**src/rtl/grant_decoder.sv**
```systemverilog
// grant_decoder: turns a selected channel index into a registered one-hot grant.
// The grant is held until the granted channel acknowledges, enable drops, or
// reset is applied.
//
// Optional feature: define GRANT_DECODER_TIMEOUT_EN to abandon a grant after
// TIMEOUT unacknowledged GRANT cycles. When it is undefined, timeout is tied 0.
//
// Ports:
//   clk          clock, rising edge
//   rst          synchronous active-high reset
//   enable       block enable; low blocks accepts and aborts an active grant
//   sel_valid    request valid, selected carries the channel index
//   selected     channel index 0..7
//   sel_ready    high when a request can be accepted this cycle
//   ack          per-channel acknowledge
//   grant        registered one-hot grant, zero when idle
//   busy         high while a grant is active
//   done         one-cycle pulse on acknowledged completion
//   done_idx     index of the last completed grant
//   timeout      one-cycle pulse when a grant is abandoned
//   stray_ack    sticky: ack seen on a non-granted channel during a grant
//   grant_count  number of completed grants, wraps at 8 bits
module grant_decoder #(
  parameter int unsigned TIMEOUT = 16
) (
  input  logic       clk,
  input  logic       rst,
  input  logic       enable,
  input  logic       sel_valid,
  input  logic [2:0] selected,
  output logic       sel_ready,
  input  logic [7:0] ack,
  output logic [7:0] grant,
  output logic       busy,
  output logic       done,
  output logic [2:0] done_idx,
  output logic       timeout,
  output logic       stray_ack,
  output logic [7:0] grant_count
);

  if (TIMEOUT < 2 || TIMEOUT > 255) begin : gen_bad_timeout
    $error("grant_decoder: TIMEOUT must be in 2..255");
  end

  typedef enum logic [0:0] {StIdle, StGrant} state_e;

  state_e     state_q;
  logic [2:0] idx_q;
  logic [7:0] grant_q;
  logic       done_q;
  logic [2:0] done_idx_q;
  logic       timeout_q;
  logic       stray_q;
  logic [7:0] count_q;

`ifdef GRANT_DECODER_TIMEOUT_EN
  localparam logic [7:0] WaitLast = 8'(TIMEOUT - 1);
  logic [7:0] wait_q;
`endif

  always_ff @(posedge clk) begin
    if (rst) begin
      state_q    <= StIdle;
      idx_q      <= 3'd0;
      grant_q    <= 8'd0;
      done_q     <= 1'b0;
      done_idx_q <= 3'd0;
      timeout_q  <= 1'b0;
      stray_q    <= 1'b0;
      count_q    <= 8'd0;
`ifdef GRANT_DECODER_TIMEOUT_EN
      wait_q     <= 8'd0;
`endif
    end else begin
      // Pulses last exactly one cycle unless re-asserted below.
      done_q    <= 1'b0;
      timeout_q <= 1'b0;
      unique case (state_q)
        StIdle: begin
          if (sel_valid && enable) begin
            state_q <= StGrant;
            idx_q   <= selected;
            grant_q <= 8'd1 << selected;
`ifdef GRANT_DECODER_TIMEOUT_EN
            wait_q  <= 8'd0;
`endif
          end
        end
        StGrant: begin
          // Any ack outside the granted channel is flagged, whatever else happens.
          if ((ack & ~grant_q) != 8'd0) begin
            stray_q <= 1'b1;
          end
          // Priority: enable low, then granted ack, then timeout.
          if (!enable) begin
            state_q <= StIdle;
            grant_q <= 8'd0;
          end else if (ack[idx_q]) begin
            state_q    <= StIdle;
            grant_q    <= 8'd0;
            done_q     <= 1'b1;
            done_idx_q <= idx_q;
            count_q    <= count_q + 8'd1;
          end
`ifdef GRANT_DECODER_TIMEOUT_EN
          else if (wait_q == WaitLast) begin
            state_q   <= StIdle;
            grant_q   <= 8'd0;
            timeout_q <= 1'b1;
          end else begin
            wait_q <= wait_q + 8'd1;
          end
`endif
        end
        default: begin
          state_q <= StIdle;
          grant_q <= 8'd0;
        end
      endcase
    end
  end

  always_comb begin
    sel_ready   = (state_q == StIdle) && enable;
    busy        = (state_q == StGrant);
    grant       = grant_q;
    done        = done_q;
    done_idx    = done_idx_q;
    timeout     = timeout_q;
    stray_ack   = stray_q;
    grant_count = count_q;
  end

endmodule

```
**config.mk**
```make
export PLATFORM = sky130hd
export DESIGN_NAME = grant_decoder
export DESIGN_NICKNAME = d
export VERILOG_FILES = /design/src/rtl/grant_decoder.sv
export SDC_FILE = /design/constraint.sdc
export NUM_CORES = 1
export LEC_CHECK = 0
export CAP_MARGIN = 20
export CORE_UTILIZATION = 46
export DETAILED_ROUTE_END_ITERATION = 10
export GPL_TIMING_DRIVEN = 0
export PLACE_DENSITY = 0.82
export REMOVE_ABC_BUFFERS = 1
export SYNTH_ARGS = -nofsm -noshare
export SYNTH_HDL_FRONTEND = slang
export SYNTH_SLANG_ARGS = --single-unit
export TNS_END_PERCENT = 30
```
**constraint.sdc**
```tcl
create_clock -name clk -period 2.2 [get_ports clk]
set_clock_uncertainty 0.2 [all_clocks]
set_input_delay 0.55 -clock clk [delete_from_list [all_inputs] [get_ports clk]]
set_output_delay 0.55 -clock clk [all_outputs]
set_load 0.05 [all_outputs]
```
==> results of run 1 <==
## cells in the mapped netlist, drive strengths merged
| cell | n | area share |
|---|---|---|
| o211ai | 1 | 0.0056 |
| nand2 | 8 | 0.023 |
| ha | 1 | 0.0094 |
| a311oi | 3 | 0.020 |
| nor4b | 1 | 0.0066 |
| or4 | 4 | 0.023 |
| conb | 1 | 0.0028 |
| a41oi | 1 | 0.0066 |
| inv | 9 | 0.025 |
| nand4 | 3 | 0.014 |
| or2b | 1 | 0.0056 |
| dfxtp | 25 | 0.38 |
| clkbuf | 6 | 0.017 |
| mux2 | 6 | 0.054 |
| o22ai | 5 | 0.028 |
| and2 | 1 | 0.0047 |
| and4 | 2 | 0.013 |
| o31ai | 4 | 0.023 |
| nor4 | 1 | 0.0047 |
| a2bb2o | 1 | 0.015 |
| nand3 | 2 | 0.0075 |
| nor3 | 5 | 0.023 |
| o21ai | 1 | 0.0066 |
| a21o | 1 | 0.0056 |
| buf | 4 | 0.026 |
| o41ai | 1 | 0.0066 |
| mux2i | 8 | 0.060 |
| a31oi | 4 | 0.019 |
| a21oi | 13 | 0.049 |
| nor2b | 4 | 0.019 |
| a211oi | 4 | 0.023 |
| nand2b | 10 | 0.047 |
| nor2 | 12 | 0.034 |
## power breakdown
| part | internal (mW) | switching (mW) |
|---|---|---|
| Sequential | 0.461 | 0.0118 |
| Clock | 0.0710 | 0.131 |
| Combinational | 0.0673 | 0.100 |
## what timing repair did
action | in CTS | in global routing
endpoints found under the setup margin | 31 | 6
endpoints found under the hold margin | 0 | 0
pin swaps | 0 | 2
setup buffers | 0 | 0
resized for setup | 31 | 5
## metal layers
metal	routed length (microns)	vias to the layer above
li1	-	621
met5	0	-
met3	190	9
met2	1535	60
met1	1342	595
met4	63	0
## final cells by class
| cell class | count | area share |
|---|---|---|
| tap | 31 | 0.02276 |
| multi-input combinational | 109 | 0.4471 |
| inverter | 9 | 0.01982 |
| clock buffer | 4 | 0.01542 |
| timing repair buffer | 37 | 0.2012 |
| sequential | 25 | 0.2937 |
## registers in the layout, summed over array words and instances (netlist names)
name,flops
grant_count,8
busy,1
done_idx,3
stray_ack,1
done,1
grant,8
idx_q,3
## cell families after synthesis
kind of cell,synth area share
flops,0.3756
fa+ha+maj,0.009388
simple gates,0.2235
compound gates,0.2066
buf+inv,0.06854
other cells,0.002814
mux,0.1136
## critical path, cell delays in order
cell	delay (ns)
clkdlybuf4s50_1	0.48
mux2_4	0.15
a2bb2o_4	0.28
or4_1	0.52
a21oi_1	0.20
## through the flow
stage / instances / utilization / TNS, ns / hold slack, ns / setup WS [ns]
after floorplan: 143 / - / 0 / 0.2964 / 0.01020
after global placement: 211 / 0.6107 / -6.011 / 0.2373 / -0.6875
after detailed placement: 211 / 0.6107 / -7.301 / 0.2353 / -0.6790
after CTS: 215 / 0.6148 / -0.08138 / 0.2515 / -0.08138
after global routing: 215 / 0.6180 / 0 / 0.2668 / 0.006965
final: 215 / 0.6180 / 0 / 0.2485 / 0.04612
## path summary, 6_finish.rpt
check,from,endpoint,slack [ns],cells past startpoint
worst min register to register,stray_ack,stray_ack,0.25,2
worst max-delay path,ack[6],grant_count[4],0.05,5
worst min-delay path,stray_ack,stray_ack,0.25,2
worst max register to register,idx_q[0],grant[2],0.15,4
==> qor.yml, run 1 <==
worst_hold_path:
  hp-class: "register to register"
drt:
  vias: 1285
  via_per_inst: 5.977
  drt_wl_total_mm: 3.132
  drtPass1Iterations: 4
  wl_per_cell_microns: 14.57
  drtIter0Drc: 38
  drc: 0
  ant_nets: 0
yosys:
  syn_area_sq_um: 1333
  syn_avg_cell_area_sq_um: 8.709
  ys_types: 38
  syn-instance-count: 153
  synth_warnings: 0
  ys_seq_area_frac: 0.3756
  ys_ff_latch: 25
clock_tree:
  clock_path_buffers: 2
  cts_root_buf: "clkbuf_4"
  h-tree-depth: 1
  cts_num_sinks: 25
  cts_tree: "yes"
  worstSkewPairLatency_ns: 0.32
  cts_hold_buf: 0
  cts_buffers: 3
  cts.clk_slew.worst_paths_ns: 0.13
setup_path:
  crit_type: "input port to register"
  path_max_fanout: 14
  end_kind: "register"
  arrival_ns: 2.18
  cp-start-kind: "input port"
  crit_required_ns: 2.23
layout:
  seq_area_sq_um: 500.5
  drive_gt1_frac: 0.08696
  fin_area_sq_um: 1704
  multi_input_area_sq_um: 762.0
  n_fill_cell: 269
  syn2layout_area_growth_pct: 27.89
  antenna_cells: 0
  final_nets: 201
  final_common_cell: "dfxtp_1"
  final_cell_mix: "dfxtp_1, dlygate4sd2_1, a21oi_1, clkdlybuf4s50_1, nor2_1"
die:
  coreArea_sq_um: 2758
  io_pins: 39
  die_width_microns: 55.82
  initial_core_util: 0.4832
  dieArea_sq_um: 3116
  num_rows: 19
  dieHeight_microns: 55.82
placement:
  place_hpwl_mm: 2.325
  globalplace.congestion: 0.8715
  portBuffers: 37
  place_area_sq_um: 1684
global_routing:
  grt_pass1_vias: 1213
  grt.total_usage: 0.2103
  grt_util_met1: 0.2478
  use_met3: 0.02558
  antenna_found_initial: 0
  grt_max_degree: 33
  grt_overflow_total: 0
  use_met2: 0.3855
  busiest_layer: "met2"
  grt_pass1_wl_mm: 5.278
power_and_ir_drop:
  cellPowerDensity_nw_per_um2: 494.6
  worst_ir_drop_vdd_uv: 325.2
  finalPower_mw: 0.8429
  p_leak_nw: 0.7158
timing:
  tightest_slew_ns: 1.059
  finalCriticalPeriod_ns: 2.154
  setup_viol: 0
  drv_slew: 0
  hold_viol_final: 0
  period_share: 0.9790
  fmax_ghz: 0.4643
  relSlewSlack: 0.2916
  grt_setup_unrepaired: "no"
outcome:
  outcome: "finished, final reports clean"
run:
  max_cap_viol_count: 0
Note: power is estimated with default switching activity, not from simulation.
==> inputs of run 2 (changes only) <==
--- a/config.mk
+++ b/config.mk
@@ -10,6 +10,7 @@
 export DETAILED_ROUTE_END_ITERATION = 10
 export GPL_TIMING_DRIVEN = 0
 export PLACE_DENSITY = 0.82
+export RECOVER_POWER = 25
 export REMOVE_ABC_BUFFERS = 1
 export SYNTH_ARGS = -nofsm -noshare
 export SYNTH_HDL_FRONTEND = slang
==> run 2 against run 1 <==
Non-clock buffer count unchanged. Largest cell class unchanged. Design area decreased by 0.37%. Critical path depth stayed put. Highest routed layer unchanged.
==> qor.yml, run 2 (synthesis results as in run 1) <==
outcome:
  outcome: "finished, final reports clean"
placement:
  portBuffers: 37  # unchanged
  globalplace.congestion: 0.8715  # unchanged
  place_hpwl_mm: 2.325  # unchanged
  place_area_sq_um: 1684  # unchanged
global_routing:
  use_met3: 0.02558  # unchanged
  busiest_layer: "met2"
  grt.total_usage: 0.2103  # unchanged
  antenna_found_initial: 0  # unchanged
  grt_util_met1: 0.2478  # unchanged
  grt_overflow_total: 0  # unchanged
  grt_pass1_wl_mm: 5.278  # unchanged
  grt_max_degree: 33  # unchanged
  use_met2: 0.3855  # unchanged
  grt_pass1_vias: 1213  # unchanged
die:
  num_rows: 19  # unchanged
  dieHeight_microns: 55.82  # unchanged
  die_width_microns: 55.82  # unchanged
  initial_core_util: 0.4832  # unchanged
  coreArea_sq_um: 2758  # unchanged
  io_pins: 39  # unchanged
  dieArea_sq_um: 3116  # unchanged
drt:
  wl_per_cell_microns: 14.45  # -0.80%
  drtPass1Iterations: 4  # unchanged
  ant_nets: 0  # unchanged
  drtIter0Drc: 32  # -16%
  via_per_inst: 6.000  # +0.39%
  drc: 0  # unchanged
  drt_wl_total_mm: 3.107  # -0.80%
  vias: 1290  # +0.39%
layout:
  syn2layout_area_growth_pct: 27.42
  antenna_cells: 0  # unchanged
  fin_area_sq_um: 1698  # -0.37%
  final_cell_mix: "dfxtp_1, dlygate4sd2_1, a21oi_1, clkdlybuf4s50_1, nor2_1"
  final_common_cell: "dfxtp_1"
  final_core_util: 0.6157  # -0.002268
  n_fill_cell: 271  # +0.74%
  drive_gt1_frac: 0.08696  # unchanged
  final_nets: 201  # unchanged
power_and_ir_drop:
  cellPowerDensity_nw_per_um2: 495.0  # about the same
  worst_ir_drop_vdd_uv: 325.1  # about the same
  p_leak_nw: 0.7140  # -0.26%
  finalPower_mw: 0.8405  # -0.29%
clock_tree:
  cts_tree: "yes"
  clock_path_buffers: 2  # unchanged
  h-tree-depth: 1  # unchanged
  cts_buffers: 3  # unchanged
  worstSkewPairLatency_ns: 0.32  # about the same
  cts.clk_slew.worst_paths_ns: 0.13  # about the same
  cts_num_sinks: 25  # unchanged
  cts_root_buf: "clkbuf_4"
timing:
  setup_viol: 0  # unchanged
  hold_viol_final: 0  # unchanged
  tightest_slew_ns: 1.037  # -0.02175 ns
  drv_slew: 0  # unchanged
  grt_setup_unrepaired: "no"
  period_share: 0.9808  # +0.001804
  relSlewSlack: 0.3062  # +0.01455
  finalCriticalPeriod_ns: 2.158  # +0.003970 ns
  totalNegativeSetupSlack_ns: 0  # unchanged
  fmax_ghz: 0.4634  # -0.18%
setup_path:
  arrival_ns: 2.19  # about the same
  path_max_fanout: 14  # unchanged
  r2r_start: "idx_q[0]"
  cp-start-kind: "input port"
  rr_worst_depth: 4  # unchanged
  crit_path_start: "ack[6]"
  reg2reg_slack_ns: 0.15  # about the same
  end_kind: "register"
  r2r_end: "grant[2]"
  crit_path_end: "grant_count[4]"
  crit_required_ns: 2.23  # about the same
  crit_type: "input port to register"
worst_hold_path:
  hp-class: "register to register"
  min_path_cells: 2  # unchanged
run:
  max_cap_viol_count: 0  # unchanged
==> run 2: changes by cell type in the layout (fill, tap and decap cells not counted), sizes merged <==
| cell | change |
|---|---|
| buf | -1 |
| clkbuf | +1 |
==> run 2: through the flow <==
stage	std cells	setup slack, ns	hold slack (ns)
after floorplan	143	0.01020	0.2964
after global placement	211	-0.6875	0.2373
after detailed placement	211	-0.6790	0.2353
after CTS	215	-0.08138	0.2515
after global routing	215	0.006965	0.2668
final	215	0.04215	0.2485
==> run 2: power breakdown <==
| group | total (mW) | internal, mW | switching [mW] |
|---|---|---|---|
| Clock | 0.202 | 0.0710 | 0.131 |
| Sequential | 0.473 | 0.461 | 0.0118 |
| Combinational | 0.165 | 0.0657 | 0.0998 |
==> run 2: repair_timing <==
item                                    in CTS  in global routing
resized for setup                           31                  5
hold endpoints to repair                     0                  0
buffers inserted                             0                  0
hold buffers                                 0                  0
pin swaps                                    0                  2
endpoints found under the setup margin      31                  6
==> run 2: critical path, cell delays in order <==
cell and delay [ns]:
clkdlybuf4s50_1 0.48, mux2_4 0.15, a2bb2o_4 0.28, or4_1 0.52, a21oi_1 0.20
==> run 2: how the worst min path moves through the flow <==
| stage | startpoint | end | slack [ns] |
|---|---|---|---|
| after floorplan | idx_q[2] | done_idx[2] | 0.30 |
| after global placement | stray_ack | stray_ack | 0.24 |
| after detailed placement | stray_ack | stray_ack | 0.24 |
| after CTS | stray_ack | stray_ack | 0.25 |
| after global routing | stray_ack | stray_ack | 0.27 |
| final | stray_ack | stray_ack | 0.25 |
==> run 2: per-layer routing <==
layer	wire length [microns]	up-vias	part of all wire
li1	-	623	-
met2	1530	59	0.49
met4	67	0	0.022
met5	0	-	0
met1	1327	596	0.43
met3	182	12	0.059
==> run 2: cell type report <==
cell class | instances | area [sq um] | area share
timing repair buffer | 37 | 336.6 | 0.1982
clock buffer | 4 | 26.28 | 0.01548
tap | 31 | 38.79 | 0.02284
multi-input combinational | 109 | 762.0 | 0.4488
sequential | 25 | 500.5 | 0.2948
inverter | 9 | 33.78 | 0.01990
==> inputs of run 3 (changes only) <==
--- a/config.mk
+++ b/config.mk
@@ -7,6 +7,7 @@
 export LEC_CHECK = 0
 export CAP_MARGIN = 20
 export CORE_UTILIZATION = 46
+export CTS_BUF_LIST = sky130_fd_sc_hd__clkbuf_8 sky130_fd_sc_hd__clkbuf_16
 export DETAILED_ROUTE_END_ITERATION = 10
 export GPL_TIMING_DRIVEN = 0
 export PLACE_DENSITY = 0.82
==> run 3 against run 2 <==
Maximum frequency shrank 0.62%. Sequential power about the same. Via count about the same. Highest routed layer unchanged. Worst hold slack worse by 0.0033 ns. Wire length rose by 2.3%. Clock power grew 30%.
==> qor.yml, run 3 (synthesis results as in run 1) <==
drt:
  vias: 1289  # -0.078%
  top_layer: "met4"
  drtPass1Iterations: 4  # unchanged
  wl_met1_mm: 1.364  # +2.8%
  wl_per_cell_microns: 14.58  # +0.88%
  drtIter0Drc: 36  # +13%
  route.met2.wl_mm: 1.588  # +3.8%
  dr_wl_met3_microns: 170  # -6.6%
  ant_nets: 0  # unchanged
  via_per_inst: 5.913  # -1.5%
  drt_wl_total_mm: 3.178  # +2.3%
  drc: 0  # unchanged
timing:
  hold_viol_final: 0  # unchanged
  fmax_ghz: 0.4605  # -0.62%
  relSlewSlack: 0.2782  # -0.02803
  totalNegativeSetupSlack_ns: 0  # unchanged
  tightest_slew_ns: 1.081  # +0.04353 ns
  setup_ws_ns: 0.02861  # -0.01354 ns
  grt_setup_unrepaired: "no"
  drv_slew: 0  # unchanged
  period_share: 0.9870  # +0.006153
  setup_viol: 0  # unchanged
  finalCriticalPeriod_ns: 2.171  # +0.01354 ns
power_and_ir_drop:
  pwr-share-seq: 0.521  # -0.042
  p_int_mw: 0.6562  # +9.7%
  worst_ir_drop_vdd_uv: 367.5  # +13%
  p_sw_mw: 0.2520  # +3.9%
  p_clk_frac: 0.289  # +0.049
  cellPowerDensity_nw_per_um2: 516.6  # +4.4%
  switching_share: 0.2775  # -0.01100
  p_leak_nw: 0.7247  # +1.5%
  p_comb_frac: 0.190  # -0.007
die:
  initial_core_util: 0.4832  # unchanged
  io_pins: 39  # unchanged
  coreArea_sq_um: 2758  # unchanged
  dieHeight_microns: 55.82  # unchanged
  die_width_microns: 55.82  # unchanged
  num_rows: 19  # unchanged
  dieArea_sq_um: 3116  # unchanged
placement:
  place_hpwl_mm: 2.325  # unchanged
  portBuffers: 37  # unchanged
  place_area_sq_um: 1684  # unchanged
  globalplace.congestion: 0.8715  # unchanged
  dpl_worst_slack_ns: -0.6790  # unchanged
clock_tree:
  h-tree-depth: 1  # unchanged
  cts_tree: "yes"
  cts_root_buf: "clkbuf_8"
  cts.clk_slew.worst_paths_ns: 0.08  # -0.05 ns
  cts_hold_buf: 0  # unchanged
  cts_buffers: 3  # unchanged
  cts_num_sinks: 25  # unchanged
  clock_path_buffers: 2  # unchanged
  worstSkewPairLatency_ns: 0.27  # -0.05 ns
setup_path:
  crit_required_ns: 2.19  # -0.04 ns
  reg2reg_slack_ns: 0.24  # +0.09 ns
  crit_path_start: "ack[6]"
  cp-start-kind: "input port"
  crit_path_end: "grant_count[4]"
  arrival_ns: 2.16  # -0.03 ns
  path_max_fanout: 14  # unchanged
  r2r_start: "idx_q[0]"
  rr_worst_depth: 4  # unchanged
  crit_type: "input port to register"
  end_kind: "register"
  r2r_end: "grant[2]"
global_routing:
  grt_pass1_vias: 1210  # -0.25%
  grt_max_degree: 33  # unchanged
  grt_overflow_total: 0  # unchanged
  grt.total_usage: 0.2093  # -0.0009804
  antenna_found_initial: 0  # unchanged
  grt_pass1_wl_mm: 5.278  # unchanged
worst_hold_path:
  hp-class: "register to register"
  min_path_cells: 2  # unchanged
layout:
  final_core_util: 0.6375  # +0.02178
  fin_area_sq_um: 1758  # +3.5%
  final_cell_mix: "dfxtp_1, clkdlybuf4s50_1, dlygate4sd2_1, nor2_1, a21oi_1"
  final_nets: 204  # +1.5%
  antenna_cells: 0  # unchanged
  drive_gt1_frac: 0.1230  # +0.03604
  final_common_cell: "dfxtp_1"
  syn2layout_area_growth_pct: 31.93
outcome:
  outcome: "finished, final reports clean"
run:
  max_cap_viol_count: 0  # unchanged
-- run 3: cell types whose count changed in the layout (fill, tap and decap cells not counted), sizes merged --
cell,before,now
buf,0,3
clkbuf,6,7
clkdlybuf4s50,13,16
dlygate4sd2,21,15
dlymetal6s2s,1,2
inv,9,10
-- run 3: metal layers --
layer,vias up,global-route usage
met5,-,0
met4,0,0.07317
met3,7,0.03256
met2,52,0.3855
met1,603,0.2449
li1,627,-
-- run 3: repair_timing --
item | in CTS | in global routing
resized for setup | 24 | 17
cloned | 0 | 0
pin swaps | 2 | 4
setup buffers | 0 | 3
endpoints found under the setup margin | 32 | 15
-- run 3: cell type report --
| type | instances | area [sq um] |
|---|---|---|
| Fill cell | 260 | 999.7 |
| Clock inverter | 1 | 3.754 |
| Inverter | 9 | 33.78 |
| Sequential cell | 25 | 500.5 |
| Clock buffer | 3 | 41.29 |
| Multi-Input combinational cell | 109 | 779.5 |
| Timing Repair Buffer | 40 | 360.3 |
| Tap cell | 31 | 38.79 |
-- run 3: worst min path at each step --
stage	slack, ns	to	start
final	0.25	stray_ack	stray_ack
after global routing	0.26	stray_ack	stray_ack
after CTS	0.25	stray_ack	stray_ack
after detailed placement	0.24	stray_ack	stray_ack
after global placement	0.24	stray_ack	stray_ack
after floorplan	0.30	done_idx[2]	idx_q[2]
-- run 3: per-stage QoR --
step	hold WS (ns)	instances	total power, mW
finish	0.2452	218	0.9082
global route	0.2628	218	0.9489
CTS	0.2478	215	0.9061
detailed placement	0.2353	211	0.6480
global placement	0.2373	211	0.6443
floorplan	0.2964	143	0.5780
-- run 3: worst max-delay path: stages --
cell             delay [ns]
clkdlybuf4s50_1        0.49
mux2_4                 0.15
a2bb2o_4               0.28
or4_4                  0.53
a21oi_2                0.16
-- run 3: power groups by stage --
stage	sequential, mW	clock [mW]	combinational (mW)
final	0.473	0.262	0.173
after floorplan	0.501	0	0.0774
after detailed placement	0.483	0	0.165
after global routing	0.475	0.288	0.186
after global placement	0.482	0	0.162
after CTS	0.472	0.267	0.167
